### src/rtl/multi_edge_det_if.sv
// rtl/multi_edge_det_if.sv - channel input/output bundle for the multi-channel edge detector
interface multi_edge_det_if #(
  parameter int N     = 4,
  parameter int CNT_W = 4
);
  logic [N-1:0]       sig;
  logic [2*N-1:0]     mode;
  logic [N-1:0]       clr;
  logic [N-1:0]       level;
  logic [N-1:0]       edge_pulse;
  logic [N-1:0]       flag;
  logic [N*CNT_W-1:0] evt_cnt;
  logic               irq;

  modport master (
    output sig, mode, clr,
    input  level, edge_pulse, flag, evt_cnt, irq
  );

  modport slave (
    input  sig, mode, clr,
    output level, edge_pulse, flag, evt_cnt, irq
  );
endinterface

### src/rtl/multi_edge_det.sv
// rtl/multi_edge_det.sv - per-channel synchronise, debounce, qualified edge pulse, sticky flag and counter
module multi_edge_det #(
  parameter int N        = 4,
  parameter int SYNC_STG = 2,
  parameter int DB_CYC   = 3,
  parameter int CNT_W    = 4
) (
  input logic             clk,
  input logic             rst,
  multi_edge_det_if.slave bus
);

  // A DB_CYC of 1 still needs a one-bit counter so the compare stays legal.
  localparam int DB_W = (DB_CYC > 1) ? $clog2(DB_CYC) : 1;
  localparam logic [DB_W-1:0]  DB_LAST = DB_W'(DB_CYC - 1);
  localparam logic [CNT_W-1:0] CNT_MAX = '1;

  logic [N-1:0]       level_v;
  logic [N-1:0]       pulse_v;
  logic [N-1:0]       flag_v;
  logic [N*CNT_W-1:0] cnt_v;

  for (genvar i = 0; i < N; i++) begin : g_ch
    logic [SYNC_STG-1:0] sync_sh;
    logic                sync_i;
    logic                filt_q;
    logic [DB_W-1:0]     db_q;
    logic [1:0]          mode_i;
    logic                accept;
    logic                qual;
    logic                pulse_q;
    logic                flag_q;
    logic [CNT_W-1:0]    cnt_q;

    assign sync_i = sync_sh[SYNC_STG-1];
    assign mode_i = bus.mode[2*i +: 2];

    // The filter flips on this edge when the mismatch has persisted DB_CYC edges.
    assign accept = (sync_i != filt_q) && (db_q == DB_LAST);

    // New level is sync_i: 1 means a rise (mode bit 0), 0 means a fall (mode bit 1).
    assign qual = accept && (sync_i ? mode_i[0] : mode_i[1]);

    // Synchroniser chain; bit SYNC_STG-1 is the oldest, settled sample.
    always_ff @(posedge clk) begin
      if (rst) begin
        sync_sh <= '0;
      end else begin
        sync_sh <= {sync_sh[SYNC_STG-2:0], bus.sig[i]};
      end
    end

    // Debounce: count consecutive mismatches, restart on any match, accept at DB_CYC.
    always_ff @(posedge clk) begin
      if (rst) begin
        filt_q <= 1'b0;
        db_q   <= '0;
      end else if (sync_i == filt_q) begin
        db_q <= '0;
      end else if (db_q == DB_LAST) begin
        filt_q <= sync_i;
        db_q   <= '0;
      end else begin
        db_q <= db_q + 1'b1;
      end
    end

    // Pulse, sticky flag and saturating counter all see the qualified edge on the same clock.
    always_ff @(posedge clk) begin
      if (rst) begin
        pulse_q <= 1'b0;
        flag_q  <= 1'b0;
        cnt_q   <= '0;
      end else begin
        pulse_q <= qual;
        if (qual) begin
          flag_q <= 1'b1;
        end else if (bus.clr[i]) begin
          flag_q <= 1'b0;
        end
        if (bus.clr[i]) begin
          cnt_q <= qual ? CNT_W'(1) : '0;
        end else if (qual && (cnt_q != CNT_MAX)) begin
          cnt_q <= cnt_q + 1'b1;
        end
      end
    end

    assign level_v[i]               = filt_q;
    assign pulse_v[i]               = pulse_q;
    assign flag_v[i]                = flag_q;
    assign cnt_v[i*CNT_W +: CNT_W]  = cnt_q;
  end

  assign bus.level      = level_v;
  assign bus.edge_pulse = pulse_v;
  assign bus.flag       = flag_v;
  assign bus.evt_cnt    = cnt_v;
  assign bus.irq        = |flag_v;

endmodule

### src/flat_wrapper.sv
// flat-port wrapper written by rule: the top's interface ports become plain ports
module multi_edge_det_flat 
#(
  parameter int N        = 4,
  parameter int SYNC_STG = 2,
  parameter int DB_CYC   = 3,
  parameter int CNT_W    = 4
)
  (clk, rst, bus_sig, bus_mode, bus_clr, bus_level, bus_edge_pulse, bus_flag, bus_evt_cnt, bus_irq);
  multi_edge_det_if #(.N(N), .CNT_W(CNT_W)) bus_i ();
  input logic clk;
  input logic rst;
  input wire logic [$bits(bus_i.sig)-1:0] bus_sig;
  input wire logic [$bits(bus_i.mode)-1:0] bus_mode;
  input wire logic [$bits(bus_i.clr)-1:0] bus_clr;
  output wire logic [$bits(bus_i.level)-1:0] bus_level;
  output wire logic [$bits(bus_i.edge_pulse)-1:0] bus_edge_pulse;
  output wire logic [$bits(bus_i.flag)-1:0] bus_flag;
  output wire logic [$bits(bus_i.evt_cnt)-1:0] bus_evt_cnt;
  output wire logic [$bits(bus_i.irq)-1:0] bus_irq;
  assign bus_i.sig = bus_sig;
  assign bus_i.mode = bus_mode;
  assign bus_i.clr = bus_clr;
  assign bus_level = bus_i.level;
  assign bus_edge_pulse = bus_i.edge_pulse;
  assign bus_flag = bus_i.flag;
  assign bus_evt_cnt = bus_i.evt_cnt;
  assign bus_irq = bus_i.irq;
  multi_edge_det #(.N(N), .SYNC_STG(SYNC_STG), .DB_CYC(DB_CYC), .CNT_W(CNT_W)) u_core (.clk(clk), .rst(rst), .bus(bus_i));
endmodule
### config.mk
export PLATFORM = sky130hd
export DESIGN_NAME = multi_edge_det_flat
export DESIGN_NICKNAME = d
export VERILOG_FILES = /design/src/rtl/multi_edge_det_if.sv /design/src/rtl/multi_edge_det.sv /design/src/flat_wrapper.sv
export SDC_FILE = /design/constraint.sdc
export NUM_CORES = 1
export LEC_CHECK = 0
export CORE_MARGIN = 2
export CORE_UTILIZATION = 52
export DETAILED_ROUTE_END_ITERATION = 6
export PLACE_DENSITY = 0.89
export SLEW_MARGIN = 0
export SYNTH_ARGS = -nofsm -noshare
export SYNTH_HDL_FRONTEND = slang
export SYNTH_SLANG_ARGS = --single-unit
### constraint.sdc
create_clock -name clk -period 2.6 [get_ports clk]
set_input_delay 0.78 -clock clk [delete_from_list [all_inputs] [get_ports clk]]
set_output_delay 0.78 -clock clk [all_outputs]
set_load 0.01 [all_outputs]
==> Yosys cells after proc, flatten, opt, wreduce, memory -nomap -nowiden <==
Cells that the tools add are included.
{ "classes": {"n_eq_ne": 16, "add_sub_neg": 8, "bitwise": 4, "reduce_logical": 29, "n_mux": 24} }
{ "ops": {"columns": ["cell", "count"], "rows": [
  ["2-to-1 mux 4 bit", 8],
  ["adder 4 x 1 -> 4 bit, second input constant", 4],
  ["2-to-1 mux 1 bit", 16],
  ["!= test 4 bit, second input constant", 4],
  ["nonzero test 2 bit", 8],
  ["logical AND 1 bit", 12],
  ["OR reduction 3 bit", 4],
  ["adder 2 x 1 -> 2 bit, second input constant", 4],
  ["equality test 2 bit, second input constant", 4],
  ["AND reduction 2 bit", 4],
  ["equality test 1 bit", 4],
  ["!= test 1 bit", 4],
  ["NOT 1 bit", 4],
  ["OR reduction 4 bit", 1]
]} }
{ "word_totals": {"word_cells": 105, "register_bits": 44, "in_bits": 18, "out_inout_bits": 29} }

==> Longest topological paths before layout <==
{ "logic_depth": {"ltp_word": 6, "ltp_mapped": 6, "ltp_nobuf": 6} }

==> Worst setup path after synthesis <==
Ideal clock, no wire load.
{ "synth_timing": {"path_kind": "register to output", "start": "reg u_core.g_ch[1].flag_q", "end": "out bus_irq", "t_arrival_ns": 0.864, "n_path_buf": 0, "slack_ns": 0.956, "stages_incl_launch_ff": 2, "t_required_ns": 1.820, "path_cell_list": "dfxtp_1 -> or4_1"} }
{ "synth_between": {"elab_chain_len": 1} }
{ "synth_rtl": {"columns": ["item", "line_no", "source"], "rows": [
  ["from (decl)", "multi_edge_det.sv:32", "logic flag_q;"],
  ["from (signal assigned)", "multi_edge_det.sv:72", "flag_q <= 1'b0;"],
  ["from (signal assigned)", "multi_edge_det.sv:77", "flag_q <= 1'b1;"],
  ["from (signal assigned)", "multi_edge_det.sv:79", "flag_q <= 1'b0;"],
  ["OR reduction 4 bit", "multi_edge_det.sv:99", "assign bus.irq = |flag_v;"],
  ["to (decl)", "flat_wrapper.sv:20", "output wire logic [$bits(bus_i.irq)-1:0] bus_irq;"]
]} }
No other way between the ends.

==> Worst setup path after layout <==
Ends and elaborated chain as after synthesis.

==> flow_summary.json <==
{
  "syn_inst": 200,
  "synth_flop_cell": "dfxtp_1",
  "cts_setup_buffers": 0,
  "fin_util_pct": 70.3,
  "critPathLaunchType": "flop",
  "gp_congestion": 0.869,
  "antenna_cells": 0,
  "finalSetupViolations": 0,
  "antenna_found_initial": 0,
  "layout.nets": 266,
  "cts_hold_buf": 0,
  "cts_root_buf": "clkbuf_4",
  "fin_setup_tns_ps": 0,
  "fillers": 278,
  "htreeDepth": 2,
  "vias": 1516,
  "coreArea_um2": 3420,
  "cts_max_path_buffers": 2,
  "synth-seq-cells": 44,
  "syn_nets": 226,
  "ff_latch_area_um2": 881,
  "numCtsBuffers": 5,
  "grt_pass1_vias": 1351,
  "drc": 0,
  "synth_seq_area_share_pct": 46.3,
  "drt_wl_total_um": 3500,
  "outcome": "finished clean",
  "hold_path.class": "flop to flop",
  "layout-drive-gt1-share_pct": 7.05,
  "cap_viol_max_count": 0,
  "grt_usage_pct": 17.9,
  "syn_avg_cell_area_um2": 9.52,
  "period_share_pct": 95.5,
  "finalMaxSlewViolations": 0,
  "antenna_left": 0,
  "cts_tree": "done",
  "vdd_drop_max_uv": 318,
  "syn2layout_area_growth_pct": 26.1,
  "grt_max_degree": 20,
  "overflow": 0,
  "ctsResizeCount": 0,
  "rr_worst_depth": 6,
  "drt_iter0_markers": 80,
  "met3WireLength_um": 223,
  "fmaxAchievable_ghz": 0.403,
  "worstHoldPathCells": 1,
  "post_drt_wl_per_cell_um": 12.2,
  "io_pins": 47,
  "dp.cells": 279,
  "cp_max_fo": 3,
  "die_h_um": 64.5,
  "min_period_ps": 2480,
  "crit_arrival_ps": 1700,
  "die_w_um": 64.5,
  "crit_type": "flop to primary output",
  "endpoint_kind": "primary output",
  "worstPathRequired_ps": 1820,
  "cts.sinks": 44,
  "fin_skew_ps": 8.84,
  "syn_area_um2": 1900,
  "std_cell_rows": 21,
  "slew_headroom_pct": 73.0,
  "async_reset_ff_share_pct": 0,
  "power_leakage_nw": 0.870,
  "tightest_slew_ps": 403,
  "dr.pass1.iters": 4,
  "portBuffers": 46,
  "grt_pass1_wl_um": 5780,
  "clk_pin_slew_ps": 120,
  "wl_met2_um": 1590,
  "wl_met1_um": 1650,
  "finalHoldViolCount": 0,
  "clk_latency_ps": 340,
  "dp_hpwl_um": 2600,
  "dieArea_um2": 4160,
  "vias_per_cell": 5.28,
  "p_total_mw": 1.09,
  "finalNonFillerCells": 287,
  "rsz0062_at_grt": "false",
  "power_density_nw_per_um2": 452,
  "top_layer": "met4",
  "ys_warn_count": 0,
  "multi_input_area_um2": 895,
  "synth-edff-count": 0,
  "synth_cell_types": 43,
  "start_util_pct": 55.8
}
## kinds of logic after synthesis
group,synth area share (%)
and+or+nand+nor,24.0
DFF,46.3
AOI/OAI and AO/OA,12.0
buffers and inverters,6.77
muxes,4.27
adders and majority gates,5.26
xor gates and xnor gates,1.38
## layout by cell type (no fill, tap or decap), drive strengths merged, types with 2 or more instances in the layout
| master | n |
|---|---|
| a2111oi | 3 |
| a21oi | 14 |
| a32oi | 2 |
| and2 | 4 |
| and3 | 3 |
| buf | 3 |
| clkbuf | 7 |
| clkdlybuf4s50 | 46 |
| dfxtp | 44 |
| ha | 8 |
| inv | 6 |
| mux2i | 7 |
| nand2 | 8 |
| nand2b | 4 |
| nand4 | 2 |
| nand4b | 7 |
| nor2 | 27 |
| nor2b | 11 |
| nor3 | 4 |
| o21ai | 5 |
| or3 | 4 |
| or3b | 4 |
| xnor2 | 3 |
## metal layers
metal  track usage [%]  up-vias
li1                  -      779
met1              21.8      675
met2              29.7       56
met3              5.56        6
met4              6.91        0
met5                 0        -
## path summary, 6_finish.rpt
check	start	to	slack (ps)
worst max register to register	u_core.g_ch[1].db_q[0]$_SDFF_PP0_	u_core.g_ch[1].cnt_q[1]$_SDFFE_PP0P_	1070
worst min-delay path	u_core.g_ch[0].db_q[0]$_SDFF_PP0_	u_core.g_ch[0].db_q[0]$_SDFF_PP0_	420
worst min register to register	u_core.g_ch[0].db_q[0]$_SDFF_PP0_	u_core.g_ch[0].db_q[0]$_SDFF_PP0_	420
worst max-delay path	u_core.g_ch[1].flag_q$_SDFFE_PP0P_	bus_irq	120
## registers in the layout (all words and copies together), names as in the netlist
name / count
u_core.g_ch.flag_q: 4
u_core.g_ch.filt_q: 4
u_core.g_ch.db_q: 8
u_core.g_ch.cnt_q: 16
u_core.g_ch.sync_sh: 8
u_core.g_ch.pulse_q: 4
## worst max-delay path: stages, from the launching register on
cell	delay, ps
dfxtp_1	360
or4_1	520
clkdlybuf4s50_1	490
## through the flow
stage / setup slack, ps / hold slack, ps / instance area, µm²
2_1_floorplan: 956 / 391 / 1900
5_1_grt: 40.1 / 446 / 2400
4_1_cts: 95.7 / 422 / 2400
3_5_place_dp: 349 / 405 / 2340
3_3_place_gp: 431 / 401 / 2340
6_report: 117 / 416 / 2400
## report_power, final
| group | switching, mW | internal, mW | total (mW) |
|---|---|---|---|
| Combinational | 0.0233 | 0.0346 | 0.0580 |
| Sequential | 0.00394 | 0.682 | 0.686 |
| Clock | 0.209 | 0.133 | 0.342 |
| Total | 0.237 | 0.849 | 1.09 |
## synthesized netlist by cell type, types with 4 or more instances
| cell type | instances | share of area [%] |
|---|---|---|
| inv_1 | 6 | 1.2 |
| dfxtp_1 | 44 | 46 |
| a21oi_1 | 13 | 3.4 |
| nor3_1 | 4 | 1.1 |
| nand2b_1 | 4 | 1.3 |
| ha_1 | 8 | 5.3 |
| mux2i_1 | 7 | 3.7 |
| buf_4 | 12 | 4.7 |
| nand4b_1 | 7 | 3.2 |
| nand2_1 | 8 | 1.6 |
| o21ai_0 | 5 | 1.3 |
| nor2b_1 | 11 | 3.6 |
| or3_1 | 4 | 1.3 |
| nor2_1 | 27 | 5.3 |
## final cells by class
cell class / count / share of cell area [%]
clock buffers: 7 / 2.29
repair buffers: 49 / 20.1
multi-input cells: 134 / 37.3
inverters: 6 / 0.938
flip-flops and latches: 44 / 36.7
well taps: 46 / 2.40
clock inverters: 1 / 0.313
No activity file was read; power rests on OpenSTA's default activity.
